--- src/rtl/clk_div_gen.sv ---
// rtl/clk_div_gen.sv - integer clock divider with boundary-aligned ratio changes, bypass and period tick
module clk_div_gen #(
  parameter int WIDTH = 8
) (
  input  logic             i_ref_clk,
  input  logic             i_rst_n,
  input  logic             i_clk_en,
  input  logic [WIDTH-1:0] i_div_ratio,
  output logic             o_div_clk,
  output logic             o_period_tick,
  output logic [WIDTH-1:0] o_ratio_active
);

  localparam logic [1:0] ST_OFF    = 2'd0;
  localparam logic [1:0] ST_BYPASS = 2'd1;
  localparam logic [1:0] ST_DIVIDE = 2'd2;

  localparam logic [WIDTH-1:0] ONE_W  = {{(WIDTH-1){1'b0}}, 1'b1};
  localparam logic [WIDTH:0]   ONE_W1 = {{WIDTH{1'b0}}, 1'b1};

  logic [1:0]       r_state;
  logic [WIDTH-1:0] r_cnt;
  logic [WIDTH-1:0] r_ratio;
  logic             r_div_q;
  logic             r_tick;

  logic             w_ratio_ge2;
  logic [WIDTH:0]   w_half;
  logic [WIDTH:0]   w_cnt_next;
  logic             w_last;

  // Ratios 0 and 1 both mean bypass, so anything with an upper bit set divides.
  assign w_ratio_ge2 = |i_div_ratio[WIDTH-1:1];
  // One extra bit keeps R+1 from wrapping at the maximum ratio.
  assign w_half      = ({1'b0, r_ratio} + ONE_W1) >> 1;
  assign w_cnt_next  = {1'b0, r_cnt} + ONE_W1;
  assign w_last      = (r_cnt == (r_ratio - ONE_W));

  always_ff @(posedge i_ref_clk or negedge i_rst_n) begin
    if (!i_rst_n) begin
      r_state <= ST_OFF;
      r_cnt   <= '0;
      r_ratio <= '0;
      r_div_q <= 1'b0;
      r_tick  <= 1'b0;
    end else if (!i_clk_en) begin
      r_state <= ST_OFF;
      r_ratio <= i_div_ratio;
      r_cnt   <= '0;
      r_div_q <= 1'b0;
      r_tick  <= 1'b0;
    end else begin
      case (r_state)
        ST_OFF, ST_BYPASS: begin
          r_ratio <= i_div_ratio;
          r_cnt   <= '0;
          if (w_ratio_ge2) begin
            r_state <= ST_DIVIDE;
            r_div_q <= 1'b1;
            r_tick  <= 1'b1;
          end else begin
            r_state <= ST_BYPASS;
            r_div_q <= 1'b0;
            r_tick  <= 1'b0;
          end
        end
        ST_DIVIDE: begin
          if (w_last) begin
            // Period boundary: the only point where a new ratio is accepted.
            r_ratio <= i_div_ratio;
            r_cnt   <= '0;
            if (w_ratio_ge2) begin
              r_div_q <= 1'b1;
              r_tick  <= 1'b1;
            end else begin
              r_state <= ST_BYPASS;
              r_div_q <= 1'b0;
              r_tick  <= 1'b0;
            end
          end else begin
            r_cnt   <= w_cnt_next[WIDTH-1:0];
            r_div_q <= (w_cnt_next < w_half);
            r_tick  <= 1'b0;
          end
        end
        default: begin
          r_state <= ST_OFF;
          r_cnt   <= '0;
          r_div_q <= 1'b0;
          r_tick  <= 1'b0;
        end
      endcase
    end
  end

  // Combinational mux so dropping the enable hands back the reference clock at once.
  assign o_div_clk      = (i_clk_en && (r_state == ST_DIVIDE)) ? r_div_q : i_ref_clk;
  assign o_period_tick  = r_tick;
  assign o_ratio_active = r_ratio;

endmodule

--- config.mk ---
export PLATFORM = sky130hd
export DESIGN_NAME = clk_div_gen
export DESIGN_NICKNAME = d
export VERILOG_FILES = /design/src/rtl/clk_div_gen.sv
export SDC_FILE = /design/constraint.sdc
export NUM_CORES = 1
export LEC_CHECK = 0
export CAP_MARGIN = 10
export CORE_MARGIN = 2
export CORE_UTILIZATION = 55
export CTS_CLUSTER_SIZE = 30
export DETAILED_ROUTE_END_ITERATION = 16
export PLACE_DENSITY = 0.86
export SLEW_MARGIN = 15
export SYNTH_ARGS = -nofsm -noshare
export SYNTH_HDL_FRONTEND = slang
export SYNTH_SLANG_ARGS = --single-unit
--- constraint.sdc ---
create_clock -name i_ref_clk -period 5.9 [get_ports i_ref_clk]
set_clock_uncertainty 0.15 [all_clocks]
set_input_delay 0.59 -clock i_ref_clk [delete_from_list [all_inputs] [get_ports i_ref_clk]]
set_output_delay 0.59 -clock i_ref_clk [all_outputs]
set_load 0.05 [all_outputs]
Word-level counts from Yosys, hierarchy flattened:

Cells that the tools add are included.
Widths: inputs -> output; s select.

* logic and storage cells: 40
* register bits after elaboration: 20

* magnitude comparators: 1
* mux-type cells: 19
* equal/unequal tests: 6
* reductions and logical operators: 6
* $add $sub $neg: 3

Operators by type and width (number)
* $mux 8: 5
* $add 8x1->9 const B: 2
* $pmux 8 s2: 1
* $lt 9x8->1: 1
* $eq 8x8->1: 1
* $mux 2: 4
* $sub 8x1->8 const B: 1
* $reduce_or 7->1: 1
* $mux 1: 6
* $ne 3x3->1 const B: 2
* $pmux 1 s2: 2
* $pmux 2 s2: 1
* $reduce_and 2->1: 2
* $ne 3x1->1 const B: 1
* $eq 2x1->1 const B: 1
* $eq 2x2->1 const B: 1
* $logic_not 2->1: 1
* $reduce_or 2->1: 1
* $logic_and 1x1->1: 1

Depth between registers and ports, before layout:

* depth after elaboration: 5
* depth in mapped cells: 11
* depth with buffers taken out: 10

==> run metrics <==
r2r worst-path depth=8; number of instances on the worst hold path=1; result of the run=finished, final reports clean; maximum number of pins on one net before global-route repair=21; global-route congestion overflow total=0; Power Density=234 mW/mm^2; ANT cells=0; final setup violation count=0; number of cells after detailed placement=179; via count=1,076; Reg power frac=0.418; Worst setup EP type=output pin; CP Class=clock port to output pin; clock latency reported for the late side of the worst-skew pair=0.42 ns; clock share of power=0.354; type of the tightest min-delay check=flip-flop to flip-flop; cell area after synthesis=0.00135 sq mm; mean instance size in the synthesized netlist=9.89 sq um; most frequently used flop master after synthesis=dfrtp_1; setup repair after global routing missed its margin=no; post-route cell area=0.00160 sq mm; HPWL reported at the end of detailed placement=2140 microns; DRC violations left=0; clock edge transition at the registers on the reported setup and hold paths=0.10 ns; number of antenna violations at the first check in global routing=0; Max-Cap Viols=0; EDFF count, synth=0; static power due to leakage=0.726 nW; final-report hold violation count=0; total power draw=0.373 mW; count of TritonRoute iterations in the first routing pass=4; WP data arrival=4.13 ns; number of DRC markers after the initial detailed-route iteration=19; leading cell types in the layout, fill and taps excluded=clkdlybuf4s50_1 (20), dfrtp_1 (20), xnor2_1 (17); Post-CTS Resized=0; cell taking the most area after synthesis=dfrtp_1; top cells by area in the synthesized netlist=dfrtp_1 (37%), xnor2_1 (11%), ha_1 (9.3%); Gate Count Post-Synth=136; number of nets in the synthesized netlist=157; FFs w/ async S/R, synth=1.00; transition at the pin with the smallest max-transition slack=0.902 ns; width of the die=53.5 microns; number of buffers inserted to repair setup after CTS=0; wire length of the first global-routing pass=4970 microns; die extent in y=53.5 microns; maximum vdd ir drop=0.199 mV; Initial Util=0.597; count of buffers inserted at the top-level ports=20; proportion of layout cells with a drive suffix above 1=0.115; placement-stage cell area=0.00155 sq mm; part of the power in combinational logic=0.228; clock tree from TritonCTS=yes; number of slew-limit violations in the final report=0; average wire length per cell after detail routing=14.9 microns; share of the yosys chip area belonging to registers=0.372; hold buffer count at CTS=0; vias in the first global route=1,153; P_sw=0.131 mW; slew margin rel.=0.397; Yosys warning count=0; total routing usage reported by global routing=0.251; total detailed-routing wirelength=2750 microns; cell-internal power=0.241 mW; Area Growth Syn to Fin=18.7%; average via count per standard cell=5.82; CP Launch Type=clock port; switching part of the total power=0.352; count of antenna-violating nets left after detailed routing=0; number of synthesized register bits=20; number of primary I/O pins=21; maximum fanout count along the critical path=2; critical path data required time=5.16 ns; synth unique cells=30; Finished Layout Cells=185; gp weighted congestion=0.912; Die Area=0.00286 sq mm; floorplan row count=17; fraction of post-synthesis cell area in the top cell type by area=0.372; setup total negative slack=0 ns; CORE AREA=0.00225 sq mm; total number of nets in the final design=180
-- registers in the layout (all words and copies together), names as in the netlist --
register,count
o_ratio_active,8
r_cnt,8
r_state,2
o_period_tick,1
r_div_q,1
-- metal layers --
metal / up-vias / share of wire / track usage
li1: 514 / - / -
met1: 531 / 0.43 / 0.283
met2: 25 / 0.51 / 0.414
met3: 6 / 0.038 / 0.0678
met4: 0 / 0.021 / 0.158
met5: - / 0 / 0
-- power by group through the flow --
stage | Combinational (mW) | Sequential, mW | Clock [mW]
after floorplan | 0.0445 | 0.171 | 0.0266
after global placement | 0.0817 | 0.158 | 0.0363
after detailed placement | 0.0852 | 0.159 | 0.0363
after CTS | 0.0857 | 0.156 | 0.134
after global routing | 0.0932 | 0.158 | 0.144
final | 0.0851 | 0.156 | 0.132
-- logic make-up after synthesis --
logic type / Yosys count / share of synthesized area
XOR/XNOR: 26 / 0.169
AND/OR/NAND/NOR: 52 / 0.202
adder cells (fa/ha/maj): 10 / 0.0930
flip-flops: 20 / 0.372
multiplexers: 9 / 0.0754
buffers and inverters: 8 / 0.0298
AO/OA/AOI/OAI: 11 / 0.0586
-- path summary, 6_finish.rpt --
check / startpoint / endpoint / slack (ns)
worst max-delay path: i_ref_clk / o_div_clk / 1.03
min in group asynchronous: i_rst_n / o_ratio_active[7] / 0.51
max in group asynchronous: i_rst_n / r_div_q / 4.53
worst min-delay path: r_cnt[0] / r_cnt[0] / 0.41
worst min register to register: r_cnt[0] / r_cnt[0] / 0.41
worst max register to register: o_ratio_active[0] / o_ratio_active[1] / 2.92
-- worst max-delay path: stages --
cell and delay [ns]:
clkbuf_4 0.11, clkbuf_4 0.12, mux2_2 0.25, clkdlybuf4s50_1 0.70
-- synth_stat cells (2+ instances only) --
master and count:
a21oi_1 3, and3_1 8, buf_2 2, clkbuf_1 2, dfrtp_1 20, ha_1 10
inv_1 3, mux2_2 9, nand2_1 13, nand2b_1 2, nand3_1 8, nand4_1 3
nor2_1 8, nor3_1 3, nor4_1 2, o21ai_0 2, xnor2_1 17, xor2_1 9
-- area by class of cell --
type,instances,area [sq um]
multi-input cells,108,805
fillers,189,658
flip-flops and latches,20,500
repair buffers,19,190
clock buffers,7,55.1
well taps,28,35.0
inverters,3,11.3
-- per-stage QoR --
stage                     hold WS (ns)  worst slack (ns)   util
after floorplan                  0.144              1.84      -
after CTS                        0.411              1.01  0.708
after detailed placement         0.394              1.28  0.688
after global placement           0.380              1.28  0.688
after global routing             0.436             0.995  0.708
final                            0.406              1.03  0.708
Note: power is estimated with default switching activity, not from simulation.
==> patch (config.mk and constraints unchanged) <==
Set the parameter `WIDTH` to 12 (it was 8).
--- a/src/rtl/clk_div_gen.sv
+++ b/src/rtl/clk_div_gen.sv
@@ -2,3 +2,3 @@
 module clk_div_gen #(
-  parameter int WIDTH = 8
+  parameter int WIDTH = 12
 ) (
Ports: changed (resized i_div_ratio and o_ratio_active); port bits go from 21 to 29. No check against the original RTL was run, so the function may have changed too.
==> patch against the unedited design <==
Register-to-register slack lost 240 ps. Sequential power up 48%. Power up 52%. Final area grew 61%. Routed wire length rose by 83%. Hold slack better by 16 ps. Worst setup slack got worse by 13 ps. Highest routed layer unchanged. First-iteration DRC count grew to 4.7 times the old value. Area after synthesis up 65%. Sequential cell count is 8 higher. Via count up 66%. Largest power group unchanged.
==> patch: results (changes against the unedited design) <==
| Metric | Value |
|---|---|
| Sequential area share after synthesis | `31.53% (-5.7 points)` |
| Yosys warnings | `0 (unchanged)` |
| IO Port Bufs | `28 (+40%)` |
| Status | `finished clean` |
| Share of post-route cells with drive strength above 1 | `10.20% (-1.3 points)` |
| GR Util All Layers | `25.54% (+0.43 points)` |
| Reg2reg start | `o_ratio_active[0]` |
| Static leakage | `0.001116 uW (+54%)` |
| Min-Delay Path Class | `reg2reg` |
| Cell taking the most area after synthesis | `dfrtp_1` |
| Vias/cell | `6.064 (+4.3%)` |
| Mean post-synth cell area | `9.876 sq um (-0.14%)` |
| Hold depth | `1 (unchanged)` |
| 1st-iter DRT viols | `89 (+70)` |
| Most common library cells after synthesis | `dfrtp_1, xor2_1, xnor2_1` |
| Yosys cell types | `46 (+53%)` |
| Post-synth ARST share | `100.0% (unchanged)` |
| Final net count | `276 (+53%)` |
| Int Pwr | `369.8 uW (+53%)` |
| First-pass GRT wire length | `8666 um (+74%)` |
| DR pass1 iterations | `4 (unchanged)` |
| Endpoints failing setup | `0 (unchanged)` |
| Pins Over Slew Limit | `0 (unchanged)` |
| R2R cell count | `7 (-1)` |
| Syn_nets | `254 (+62%)` |
| WL final | `5038 um (+83%)` |
| Worst skew pair latency | `380 ps (-40 ps)` |
| Max VDD drop | `0.2239 mV (+13%)` |
| RR Endpoint | `o_ratio_active[9]` |
| Post-CTS setup buffer count | `0 (unchanged)` |
| Placed Instances | `289 (+61%)` |
| Routed vias | `1,789 (+66%)` |
| Layout fillers | `310 (+64%)` |
| Synth area leaders | `dfrtp_1, ha_1, mux2_4` |
| CP max-delay cell | `clkdlybuf4s50_1` |
| Actual slew at the worst max-slew pin | `761.5 ps (-140.2 ps)` |
| GPL Wtd Cong | `0.9117 (about the same)` |
| Dpl ws | `1280 ps (-2.980 ps)` |
| Clock slew at reported path FFs | `90 ps` |
| WP data arrival | `4140 ps (about the same)` |
| Min Hold Slack | `422.1 ps (+16.02 ps)` |
| Area after DPL | `2482 sq um (+60%)` |
| Critical Path Fanout Max | `2 (unchanged)` |
| Hold_sp | `r_cnt[0]` |
| Post-cts sizing count | `0 (unchanged)` |
| CP max stage delay | `700 ps (about the same)` |
| Largest net degree at the start of global routing | `29 (+38%)` |
| Hold-critical path endpoint | `r_cnt[0]` |
| Initial antenna violation count | `0 (unchanged)` |
| Detailed placement HPWL | `3683 um (+72%)` |
| Reg2reg setup slack | `2680 ps (-240 ps)` |
patch: cell count changes after synthesis, moves of 5 or more:
cell     unedited run  this run
nor4_1              2         7
dfrtp_1            20        28
nor3b_1             0        15
buf_2               2         8
mux2_2              9         1
nand3_1             8        14
xor2_1              9        17
mux2_4              0        10
patch: critical path, delay by kind of cell:
kind	cells	cell delay, ps
buffers and inverters	3	930
multiplexers	1	260
patch: logic make-up after synthesis:
group	Yosys count	synth area share (%)
adders and majority gates	14	7.883
AOI/OAI and AO/OA	32	10.64
buffers and inverters	20	4.899
muxes	13	8.277
xor gates and xnor gates	33	13.01
DFF	28	31.53
and+or+nand+nor	85	23.76
patch: through the flow:
step	total power (uW)	utilization, %
2_1_floorplan	360.9	-
3_3_place_gp	410.0	62.96
3_5_place_dp	414.1	62.96
4_1_cts	573.9	65.06
5_1_grt	596.4	65.06
6_report	568.1	65.06
patch: per-layer routing:
metal / vias to the layer above / global-route usage (%) / share of wire [%]
met5: - / 0 / 0
met4: 0 / 9.184 / 1.7
met3: 8 / 4.167 / 3.2
met2: 39 / 44.73 / 53
met1: 885 / 31.39 / 42
li1: 857 / - / -
patch: final cells by class:
cell class                      instances  area share, %
Clock buffer                            7          3.610
Inverter                                5         0.7317
Multi-Input combinational cell        177          55.07
Sequential cell                        28          27.32
Tap cell                               50          2.439
Timing Repair Buffer                   28          10.83
patch: worst max path at each step:
stage | startpoint | slack (ps) | cells past startpoint | to
after floorplan | i_ref_clk | 1840 | 1 | o_div_clk
after global placement | i_ref_clk | 1280 | 2 | o_div_clk
after detailed placement | i_ref_clk | 1280 | 2 | o_div_clk
after CTS | i_ref_clk | 1010 | 4 | o_div_clk
after global routing | i_ref_clk | 1010 | 4 | o_div_clk
final | i_ref_clk | 1020 | 4 | o_div_clk
patch: power by group through the flow:
stage                     clock network, uW  registers (uW)  logic, uW
final                                   190             231        147
after global routing                    203             234        160
after CTS                               196             231        147
after detailed placement               33.4             235        146
after global placement                 33.4             234        142
after floorplan                        24.4             246       90.4
